$ cat src/rtl/fetch_pkg.sv
// Shared constants, field positions and FSM state type for the instruction fetch stage.
package fetch_pkg;
  localparam int INSTR_W  = 32;
  localparam int ADDR_W   = 32;
  localparam int TYPE_MSB = 31;
  localparam int TYPE_LSB = 30;
  localparam int FUNC_MSB = 29;
  localparam int FUNC_LSB = 25;

  localparam logic [ADDR_W-1:0] RESET_PC_DEF = 32'h0000_0000;
  localparam logic [ADDR_W-1:0] PC_STEP_DEF  = 32'd4;

  typedef enum logic [1:0] {
    IDLE  = 2'd0,
    RUN   = 2'd1,
    FLUSH = 2'd2
  } fetch_state_t;
endpackage

$ cat src/rtl/fetch_stage_if.sv
// Bundle of the fetch stage's pipeline control, instruction-memory and decode-side signals.
interface fetch_stage_if;
  import fetch_pkg::*;

  // if_valid qualifies if_instr/if_pc; decode takes the word in any cycle with
  // if_valid && !stall, and while stall is high the fetch outputs hold steady.
  logic                               stall;
  logic                               redirect;
  logic [ADDR_W-1:0]                  redirect_pc;
  logic                               imem_req;
  logic [ADDR_W-1:0]                  imem_addr;
  logic [INSTR_W-1:0]                 imem_rdata;
  logic                               if_valid;
  logic [INSTR_W-1:0]                 if_instr;
  logic [ADDR_W-1:0]                  if_pc;
  logic [TYPE_MSB-TYPE_LSB:0]         instruction_type;
  logic [FUNC_MSB-FUNC_LSB:0]         func;
  fetch_state_t                       dbg_state;

  modport master (
    input  stall, redirect, redirect_pc, imem_rdata,
    output imem_req, imem_addr, if_valid, if_instr, if_pc,
           instruction_type, func, dbg_state
  );

  modport slave (
    output stall, redirect, redirect_pc, imem_rdata,
    input  imem_req, imem_addr, if_valid, if_instr, if_pc,
           instruction_type, func, dbg_state
  );
endinterface

$ cat src/rtl/skid_buffer.sv
// One-entry instruction/PC holding register used when decode stalls with a read in flight.
module skid_buffer
  import fetch_pkg::*;
(
  input  logic               clk,
  input  logic               rst_n,
  input  logic               i_clear,
  input  logic               i_load,
  input  logic               i_drain,
  input  logic [INSTR_W-1:0] i_instr,
  input  logic [ADDR_W-1:0]  i_pc,
  output logic               o_valid,
  output logic [INSTR_W-1:0] o_instr,
  output logic [ADDR_W-1:0]  o_pc
);
  logic               r_valid;
  logic [INSTR_W-1:0] r_instr;
  logic [ADDR_W-1:0]  r_pc;

  // Clear beats load so a redirect always empties the buffer; load beats drain
  // so a drain and refill in the same edge keeps the entry valid.
  always_ff @(posedge clk or negedge rst_n) begin
    if (!rst_n) begin
      r_valid <= 1'b0;
      r_instr <= '0;
      r_pc    <= '0;
    end else if (i_clear) begin
      r_valid <= 1'b0;
    end else if (i_load) begin
      r_valid <= 1'b1;
      r_instr <= i_instr;
      r_pc    <= i_pc;
    end else if (i_drain) begin
      r_valid <= 1'b0;
    end
  end

  assign o_valid = r_valid;
  assign o_instr = r_instr;
  assign o_pc    = r_pc;
endmodule

$ cat src/rtl/fetch_stage.sv
// Instruction fetch stage: sequential PC, one-cycle instruction memory, stall skid and branch redirect flush.
module fetch_stage
  import fetch_pkg::*;
#(
  parameter logic [ADDR_W-1:0] RESET_PC = RESET_PC_DEF,
  parameter logic [ADDR_W-1:0] PC_STEP  = PC_STEP_DEF
) (
  input  logic          clk,
  input  logic          rst,
  fetch_stage_if.master bus
);
  fetch_state_t       r_state;
  fetch_state_t       w_state_next;
  logic [ADDR_W-1:0]  r_pc;
  logic [ADDR_W-1:0]  r_req_pc;
  logic               r_inflight;
  logic               r_if_valid;
  logic [INSTR_W-1:0] r_if_instr;
  logic [ADDR_W-1:0]  r_if_pc;
  logic               w_req;
  logic               w_run;
  logic               w_skid_load;
  logic               w_skid_drain;
  logic               w_skid_valid;
  logic [INSTR_W-1:0] w_skid_instr;
  logic [ADDR_W-1:0]  w_skid_pc;

  always_ff @(posedge clk or negedge rst) begin
    if (!rst) r_state <= IDLE;
    else      r_state <= w_state_next;
  end

  // A stalled read that returns must have somewhere to land, so requests stop
  // while stalled with a read in flight or the skid already holding a word.
  always_comb begin
    w_state_next = r_state;
    w_req        = 1'b0;
    case (r_state)
      IDLE:    w_state_next = RUN;
      RUN:     w_req = !(bus.stall && (r_inflight || w_skid_valid));
      FLUSH: begin
        w_req        = 1'b1;
        w_state_next = RUN;
      end
      default: w_state_next = IDLE;
    endcase
    if (bus.redirect) w_state_next = FLUSH;
  end

  assign w_run        = (r_state == RUN) && !bus.redirect;
  assign w_skid_load  = w_run && r_inflight && (bus.stall || w_skid_valid);
  assign w_skid_drain = w_run && !bus.stall && w_skid_valid;

  always_ff @(posedge clk or negedge rst) begin
    if (!rst) begin
      r_pc       <= RESET_PC;
      r_req_pc   <= '0;
      r_inflight <= 1'b0;
    end else begin
      r_inflight <= w_req;
      if (w_req) r_req_pc <= r_pc;
      if (bus.redirect) r_pc <= bus.redirect_pc;
      else if (w_req)   r_pc <= r_pc + PC_STEP;
    end
  end

  // Outside RUN any returning read belongs to a flushed path and is dropped.
  always_ff @(posedge clk or negedge rst) begin
    if (!rst) begin
      r_if_valid <= 1'b0;
      r_if_instr <= '0;
      r_if_pc    <= '0;
    end else if (bus.redirect || (r_state != RUN)) begin
      r_if_valid <= 1'b0;
    end else if (!bus.stall) begin
      if (w_skid_valid) begin
        r_if_valid <= 1'b1;
        r_if_instr <= w_skid_instr;
        r_if_pc    <= w_skid_pc;
      end else if (r_inflight) begin
        r_if_valid <= 1'b1;
        r_if_instr <= bus.imem_rdata;
        r_if_pc    <= r_req_pc;
      end else begin
        r_if_valid <= 1'b0;
      end
    end
  end

  skid_buffer u_skid (
    .clk     (clk),
    .rst_n   (rst),
    .i_clear (bus.redirect),
    .i_load  (w_skid_load),
    .i_drain (w_skid_drain),
    .i_instr (bus.imem_rdata),
    .i_pc    (r_req_pc),
    .o_valid (w_skid_valid),
    .o_instr (w_skid_instr),
    .o_pc    (w_skid_pc)
  );

  assign bus.imem_req         = w_req;
  assign bus.imem_addr        = r_pc;
  assign bus.if_valid         = r_if_valid;
  assign bus.if_instr         = r_if_instr;
  assign bus.if_pc            = r_if_pc;
  assign bus.instruction_type = r_if_instr[TYPE_MSB:TYPE_LSB];
  assign bus.func             = r_if_instr[FUNC_MSB:FUNC_LSB];
  assign bus.dbg_state        = r_state;
endmodule

$ cat src/flat_wrapper.sv
// flat-port wrapper written by rule: the top's interface ports become plain ports
module fetch_stage_flat import fetch_pkg::*;
#(
  parameter logic [ADDR_W-1:0] RESET_PC = RESET_PC_DEF,
  parameter logic [ADDR_W-1:0] PC_STEP  = PC_STEP_DEF
)
  (clk, rst, bus_stall, bus_redirect, bus_redirect_pc, bus_imem_rdata, bus_imem_req, bus_imem_addr, bus_if_valid, bus_if_instr, bus_if_pc, bus_instruction_type, bus_func, bus_dbg_state);
  fetch_stage_if bus_i ();
  input  logic clk;
  input  logic rst;
  input wire logic [$bits(bus_i.stall)-1:0] bus_stall;
  input wire logic [$bits(bus_i.redirect)-1:0] bus_redirect;
  input wire logic [$bits(bus_i.redirect_pc)-1:0] bus_redirect_pc;
  input wire logic [$bits(bus_i.imem_rdata)-1:0] bus_imem_rdata;
  output wire logic [$bits(bus_i.imem_req)-1:0] bus_imem_req;
  output wire logic [$bits(bus_i.imem_addr)-1:0] bus_imem_addr;
  output wire logic [$bits(bus_i.if_valid)-1:0] bus_if_valid;
  output wire logic [$bits(bus_i.if_instr)-1:0] bus_if_instr;
  output wire logic [$bits(bus_i.if_pc)-1:0] bus_if_pc;
  output wire logic [$bits(bus_i.instruction_type)-1:0] bus_instruction_type;
  output wire logic [$bits(bus_i.func)-1:0] bus_func;
  output wire logic [$bits(bus_i.dbg_state)-1:0] bus_dbg_state;
  assign bus_i.stall = bus_stall;
  assign bus_i.redirect = bus_redirect;
  assign bus_i.redirect_pc = bus_redirect_pc;
  assign bus_i.imem_rdata = bus_imem_rdata;
  assign bus_imem_req = bus_i.imem_req;
  assign bus_imem_addr = bus_i.imem_addr;
  assign bus_if_valid = bus_i.if_valid;
  assign bus_if_instr = bus_i.if_instr;
  assign bus_if_pc = bus_i.if_pc;
  assign bus_instruction_type = bus_i.instruction_type;
  assign bus_func = bus_i.func;
  assign bus_dbg_state = bus_i.dbg_state;
  fetch_stage #(.RESET_PC(RESET_PC), .PC_STEP(PC_STEP)) u_core (.clk(clk), .rst(rst), .bus(bus_i));
endmodule
$ cat config.mk
export PLATFORM = sky130hd
export DESIGN_NAME = fetch_stage_flat
export DESIGN_NICKNAME = d
export VERILOG_FILES = /design/src/rtl/fetch_pkg.sv /design/src/rtl/fetch_stage_if.sv /design/src/rtl/skid_buffer.sv /design/src/rtl/fetch_stage.sv /design/src/flat_wrapper.sv
export SDC_FILE = /design/constraint.sdc
export NUM_CORES = 1
export LEC_CHECK = 0
export ABC_AREA = 1
export BUFFER_PORTS_ARGS = -buffer_cell sky130_fd_sc_hd__clkbuf_2
export CAP_MARGIN = 25
export CORE_MARGIN = 4
export CORE_UTILIZATION = 50
export DETAILED_ROUTE_END_ITERATION = 7
export GPL_TIMING_DRIVEN = 0
export PLACE_DENSITY = 0.76
export SYNTH_ARGS = -nofsm -noshare
export SYNTH_HDL_FRONTEND = slang
export SYNTH_HIERARCHICAL = 1
export SYNTH_SLANG_ARGS = --single-unit
export TNS_END_PERCENT = 5
$ cat constraint.sdc
create_clock -name clk -period 1.5 [get_ports clk]
set_input_delay 0.45 -clock clk [delete_from_list [all_inputs] [get_ports clk]]
set_output_delay 0.45 -clock clk [all_outputs]
set_load 0.02 [all_outputs]
==> results.ini, run 1 <==
[status]
outcome = finished with violations
violations = negative setup slack

[setup_path]
critPathMaxStageDelay_ns = 0.45
worstSetupStartpointType = flip-flop
crit_slowest_cell = dfrtp_2
crit_arrival_ns = 1.68
worstPathRequired_ns = 1.05
crit_type = reg -> out
cp_cell_sequence = inv_4, ha_4, o21a_1, nand2_2, buf_6, inv_8, buf_8
cp-end-kind = output port
timing.critical_path.buf_inv = 4
critPathMaxFanout = 3
critical-path-top-delay-family = flip-flops

[layout]
final_layout_size_suffix_gt1_frac = 0.2586
antenna_cells = 0
fillers = 1536
multiInputGateArea_sq_um = 3747
final_cell_mix = 435 x nand2_1, 170 x dfrtp_1, 146 x clkbuf_2, 101 x nand3_1, 96 x nor2_1
ff_latch_area_sq_um = 4964
fin_nets = 1421
area_growth_pct = 26.32
final_common_cell = nand2_1

[synth]
synth_area_sq_um = 9164
synth_seq_cells = 197
ys_types = 27
avgSynthCellArea_sq_um = 8.003
synthCells = 1145
ys_seq_area_frac = 0.5380
yosysWarningCount = 6
syn-num-nets = 1217

[place]
place_congestion = 0.9304
hpwl_microns = 17560
io_buffer_count = 174
pre_cts_ws_ns = -0.2952

[global_route]
grt_pass1_vias = 7920
grt_pass1_wl_microns = 39450
overflow = 0
grt.total_usage = 0.2408
grt_max_degree = 72
antenna_found_initial = 0

[timing]
tns_ns = -28.51
finClkSkew_ns = 0.004097
finalCriticalPeriod_ns = 2.126
rsz0062_at_grt = yes
hold_violations = 0
setup_ws_ns = -0.6264
timing.final.crit_share = 1.418
drv_slew = 0
timing.hold.ws_ns = 0.01748
fmax_ghz = 0.4703
tightest_slew_ns = 0.5649
relSlewSlack = 0.6234
setup_violations = 205

[clock_network]
clkTransAtPathRegs_ns = 0.07
h-tree-depth = 4
clk_path_buf_depth = 2
cts_buffers = 17
holdBufCountCts = 0
clock_latency_ns = 0.43
cts_num_sinks = 197
cts_tree = yes
cts_root_buf = clkbuf_16

[routing]
vias = 8474
antenna_left = 0
dr.pass1.iters = 5
wire_per_inst_microns = 15.74
drt-total-wl_microns = 25020
drt_iter0_drc = 637
drcViolationCount = 0
viasPerCell = 5.330

[floorplan]
initial_utilization = 0.5084
die_w_microns = 143.4
die_y_microns = 143.4
rows = 49
io-pin-count = 175
dieArea_sq_um = 20560
placeableCoreArea_sq_um = 18020

[job]
maxCapViolations = 0

[power_and_ir_drop]
power_mw = 18.45
powerDensity_nw_per_um2 = 1594
peakVddDrop_mv = 1.057
p_leak_nw = 5.830

[hold_path]
hold_path_class = in -> async

cell usage after synthesis:
cell | count | area [sq um]
a31oi_1 | 64 | 400.4
o21a_1 | 1 | 7.510
o211ai_1 | 6 | 45.04
nand3_1 | 115 | 575.6
buf_6 | 3 | 33.78
xnor2_1 | 1 | 8.760
buf_4 | 27 | 202.7
nor2_2 | 4 | 25.02
buf_2 | 25 | 125.1
nor2_8 | 1 | 20.02
o21ai_1 | 7 | 35.03
nor2_4 | 2 | 22.52
clkinv_1 | 1 | 3.750
inv_2 | 5 | 18.77
ha_1 | 4 | 50.05
o21ai_0 | 53 | 265.3
and2_1 | 2 | 12.51
nand3_2 | 1 | 10.01
inv_1 | 59 | 221.5
nand2_2 | 4 | 25.02
a21oi_1 | 1 | 5.000
clkbuf_1 | 16 | 60.06
dfrtp_1 | 197 | 4930
xor2_1 | 2 | 17.52
nand2_1 | 437 | 1640
nor3_1 | 1 | 5.000
nor2_1 | 106 | 397.9
area by class of cell:
class                           count  share of cell area
Sequential cell                   197              0.4288
Timing Repair Buffer              186              0.1027
Multi-Input combinational cell    812              0.3237
Inverter                           65             0.02248
Buffer                             70             0.05134
Clock buffer                       19             0.03913
Tap cell                          229             0.02475
Clock inverter                     12            0.007134
timing repair:
action | in CTS | in global routing
pin swaps | 3 | 10
endpoints found under the hold margin | 0 | 0
endpoints found under the setup margin | 222 | 233
resized for setup | 94 | 116
gates cloned | 1 | 0
buffers inserted | 7 | 2
sequential cells by signal (all words and copies together) (netlist names):
| name | cells |
|---|---|
| u_core/bus.imem_addr | 32 |
| u_core/u_skid/o_instr | 32 |
| u_core/bus.if_instr | 32 |
| u_core/bus.if_pc | 32 |
| u_core/bus.dbg_state | 2 |
| u_core/r_inflight | 1 |
| u_core/u_skid/o_valid | 1 |
| u_core/r_req_pc | 32 |
| u_core/u_skid/o_pc | 32 |
| u_core/bus.if_valid | 1 |
worst paths after layout:
path,startpoint,to,slack (ns),depth (start not counted)
worst max-delay path,u_core/bus.dbg_state[0],bus_imem_req,-0.63,7
worst min-delay path,rst,u_core/u_skid/o_instr[20],0.02,1
worst max register to register,u_core/bus.dbg_state[0],u_core/bus.imem_addr[15],-0.34,10
worst min register to register,u_core/u_skid/o_pc[1],u_core/u_skid/o_pc[1],0.47,2
max in group asynchronous,rst,u_core/u_skid/o_pc[22],0.76,2
min in group clk,bus_redirect_pc[1],u_core/bus.imem_addr[1],0.23,3
metal layers:
layer,share of wire,GRT usage,wire (microns)
met5,0,0,0
met4,0.023,0.07730,573
met3,0.068,0.04725,1701
met2,0.48,0.3908,11940
met1,0.43,0.3287,10810
stage by stage:
step,area (sq um),cells,util
3_5_place_dp,10400,1550,0.5772
3_3_place_gp,10340,1548,0.5737
2_1_floorplan,9183,1145,-
5_1_grt,11580,1590,0.6422
6_report,11580,1590,0.6422
4_1_cts,11280,1589,0.6260
kinds of logic (layout without fill, tap and decap cells):
kind of cell	Yosys count	in the layout	share of synthesized area
AND/OR/NAND/NOR	673	673	0.2983
XOR/XNOR	3	3	0.002868
flip-flops	197	197	0.5380
buffers and inverters	136	352	0.07264
AO/OA/AOI/OAI	132	132	0.08274
adder cells (fa/ha/maj)	4	4	0.005462
worst reg2reg max path, delay by kind of cell (launching register included):
family	cells	cell delay [ns]
AO/OA/AOI/OAI	1	0.12
adder cells (fa/ha/maj)	1	0.25
buffers and inverters	4	0.54
flip-flops	1	0.43
AND/OR/NAND/NOR	4	0.44
report_power, final:
part	switching (mW)	internal (mW)	total, mW
combinational	3.63	2.34	5.98
sequential	1.31	6.97	8.28
clock	2.00	2.20	4.20
(Power assumes the default switching activity.)
==> inputs of run 2 (changes only) <==
Settings changed: CORE_ASPECT_RATIO set to 0.7.
==> run 2 against run 1 <==
Net effect: the flow still finishes with violations (negative setup slack); clock-buffer cell count down 2; global-route usage up 0.91 points; cell area up 1.4%; die area up 0.17%; via count up 0.74%; worst hold slack better by 0.070 ns; first-iteration DRC count up 44%; largest cell class unchanged.
==> results.ini, run 2 (synthesized netlist as in run 1, its figures left out) <==
[status]
outcome = finished with violations  ; unchanged
violations = negative setup slack  ; unchanged

[power_and_ir_drop]
switching_share = 0.3820  ; was 0.3763
power_mw = 19.02  ; was 18.45 mW
intPower_mw = 11.76  ; was 11.51 mW
p_leak_nw = 5.873  ; was 5.830 nW
clkPwrFrac = 0.237  ; was 0.227
powerDensity_nw_per_um2 = 1620  ; was 1594 nW/um^2
peakVddDrop_mv = 1.006  ; was 1.057 mV
combinationalPowerShare = 0.324  ; about the same
seqPwrFrac = 0.439  ; was 0.449
switching_power_mw = 7.266  ; was 6.945 mW

[floorplan]
die_y_microns = 121.3  ; was 143.4 microns
io-pin-count = 175  ; unchanged
initial_utilization = 0.5089  ; was 0.5084
die_w_microns = 169.8  ; was 143.4 microns
dieArea_sq_um = 20590  ; was 20560 sq um
rows = 41  ; was 49
placeableCoreArea_sq_um = 18010  ; was 18020 sq um

[place]
hpwl_microns = 17920  ; was 17560 microns
place_congestion = 0.8960  ; was 0.9304
io_buffer_count = 174  ; unchanged

[clock_network]
clkTransAtPathRegs_ns = 0.07  ; about the same
clock_latency_ns = 0.44  ; was 0.43 ns
cts_buffers = 17  ; unchanged
clk_path_buf_depth = 2  ; unchanged
holdBufCountCts = 0  ; unchanged
h-tree-depth = 4  ; unchanged
cts_tree = yes  ; unchanged
cts_root_buf = clkbuf_16  ; unchanged
cts_num_sinks = 197  ; unchanged

[hold_path]
hold_path_class = in -> async  ; unchanged

[job]
maxCapViolations = 0  ; unchanged

[timing]
drv_slew = 0  ; unchanged
setup_ws_ns = -0.6056  ; was -0.6264 ns
relSlewSlack = 0.4982  ; was 0.6234
finalCriticalPeriod_ns = 2.106  ; was 2.126 ns
fmax_ghz = 0.4749  ; was 0.4703 GHz
tightest_slew_ns = 0.7527  ; was 0.5649 ns
timing.final.crit_share = 1.404  ; was 1.418
tns_ns = -31.40  ; was -28.51 ns
finClkSkew_ns = 0.007347  ; was 0.004097 ns
setup_violations = 208  ; was 205
hold_violations = 0  ; unchanged
rsz0062_at_grt = yes  ; unchanged

[layout]
area_growth_pct = 28.10  ; was 26.32%
final_common_cell = nand2_1  ; unchanged
final_layout_size_suffix_gt1_frac = 0.2789  ; was 0.2586
fin_nets = 1425  ; was 1421
final_cell_mix = 432 x nand2_1, 168 x dfrtp_1, 157 x clkbuf_2, 107 x nand3_1, 85 x nor2_1  ; was 435 x nand2_1, 170 x dfrtp_1, 146 x clkbuf_2, 101 x nand3_1, 96 x nor2_1
antenna_cells = 0  ; unchanged

[global_route]
overflow = 0  ; unchanged
grt_max_degree = 106  ; was 72
grt.total_usage = 0.2499  ; was 0.2408
grt_pass1_vias = 8027  ; was 7920
grt_pass1_wl_microns = 40930  ; was 39450 microns
antenna_found_initial = 0  ; unchanged

[setup_path]
cp-end-kind = output port  ; unchanged
crit_type = reg -> out  ; unchanged
crit_arrival_ns = 1.66  ; was 1.68 ns
worstPathRequired_ns = 1.05  ; about the same
critPathMaxFanout = 3  ; unchanged
reg2regPathDepth = 10  ; unchanged
worstSetupStartpointType = flip-flop  ; unchanged

[routing]
viasPerCell = 5.329  ; was 5.330
drt-total-wl_microns = 25880  ; was 25020 microns
antenna_left = 0  ; unchanged
drt_iter0_drc = 915  ; was 637
dr.pass1.iters = 7  ; was 5
drcViolationCount = 0  ; unchanged
wire_per_inst_microns = 16.15  ; was 15.74 microns
vias = 8537  ; was 8474

-- run 2: cell count changes in the layout (fill, tap and decap cells not counted), moves of 5 or more --
| cell | delta |
|---|---|
| o21ai_1 | +6 |
| nand3_1 | +6 |
| inv_6 | +5 |
| clkbuf_1 | -6 |
| nor2_1 | -11 |
| a31oi_1 | -9 |
| a31oi_2 | +8 |
| nand3_2 | -6 |
| clkbuf_2 | +11 |
| nor2_2 | +7 |
| o21ai_0 | -6 |
-- run 2: timing repair --
| item | in CTS | in global routing |
|---|---|---|
| gates cloned | 1 | 3 |
| gates resized for setup | 71 | 174 |
| setup endpoints to repair | 222 | 236 |
| pin swaps | 3 | 14 |
| buffers inserted | 4 | 6 |
-- run 2: per-layer routing --
| layer | part of all wire | up-vias | track usage | wire [microns] |
|---|---|---|---|---|
| li1 | - | 4103 | - | - |
| met1 | 0.47 | 4084 | 0.3717 | 12080 |
| met2 | 0.44 | 333 | 0.3801 | 11500 |
| met3 | 0.079 | 17 | 0.05471 | 2054 |
| met4 | 0.0094 | 0 | 0.05078 | 244 |
| met5 | 0 | - | 0 | 0 |
-- run 2: path summary, 6_finish.rpt --
path,from,endpoint,slack [ns]
max,u_core/bus.dbg_state[0],bus_imem_req,-0.61
min,rst,u_core/bus.if_pc[7],0.09
max reg2reg,u_core/bus.dbg_state[0],u_core/bus.imem_addr[17],-0.31
min reg2reg,u_core/u_skid/o_pc[19],u_core/u_skid/o_pc[19],0.47
max in group asynchronous,rst,u_core/bus.imem_addr[19],0.39
min in group clk,bus_redirect_pc[1],u_core/bus.imem_addr[1],0.22
-- run 2: area by class of cell --
class	count	area, sq um
Buffer	71	645.6
Clock buffer	17	425.4
Clock inverter	15	143.9
Fill cell	1514	6267
Inverter	65	264.0
Multi-Input combinational cell	812	3842
Sequential cell	197	4966
Tap cell	236	295.3
Timing Repair Buffer	189	1156
-- run 2: metrics by stage --
| step | std cells | utilization | setup WS [ns] | area [sq um] | hold slack (ns) |
|---|---|---|---|---|---|
| after floorplan | 1145 | - | -0.1003 | 9183 | 0.1544 |
| after global placement | 1555 | 0.5747 | -4.202 | 10350 | 0.4530 |
| after detailed placement | 1556 | 0.5767 | -0.2903 | 10390 | 0.4583 |
| after CTS | 1593 | 0.6212 | -0.6314 | 11180 | 0.1102 |
| after global routing | 1602 | 0.6519 | -0.6580 | 11740 | 0.1301 |
| final | 1602 | 0.6519 | -0.6056 | 11740 | 0.08777 |
-- run 2: worst max-delay path, cell delays in order (launching register included) --
cell and delay, ns:
dfrtp_2 0.42, inv_4 0.06, ha_4 0.25, o21a_1 0.12
nand2_2 0.07, buf_6 0.13, inv_6 0.05, buf_8 0.11
-- run 2: power by group through the flow --
stage          logic (mW)  registers (mW)  clock network (mW)
2_1_floorplan        2.34            9.25                   0
3_3_place_gp         5.44            8.25                   0
3_5_place_dp         5.56            8.31                   0
4_1_cts              5.70            8.23                4.56
5_1_grt              6.76            8.57                4.78
6_report             6.16            8.36                4.50
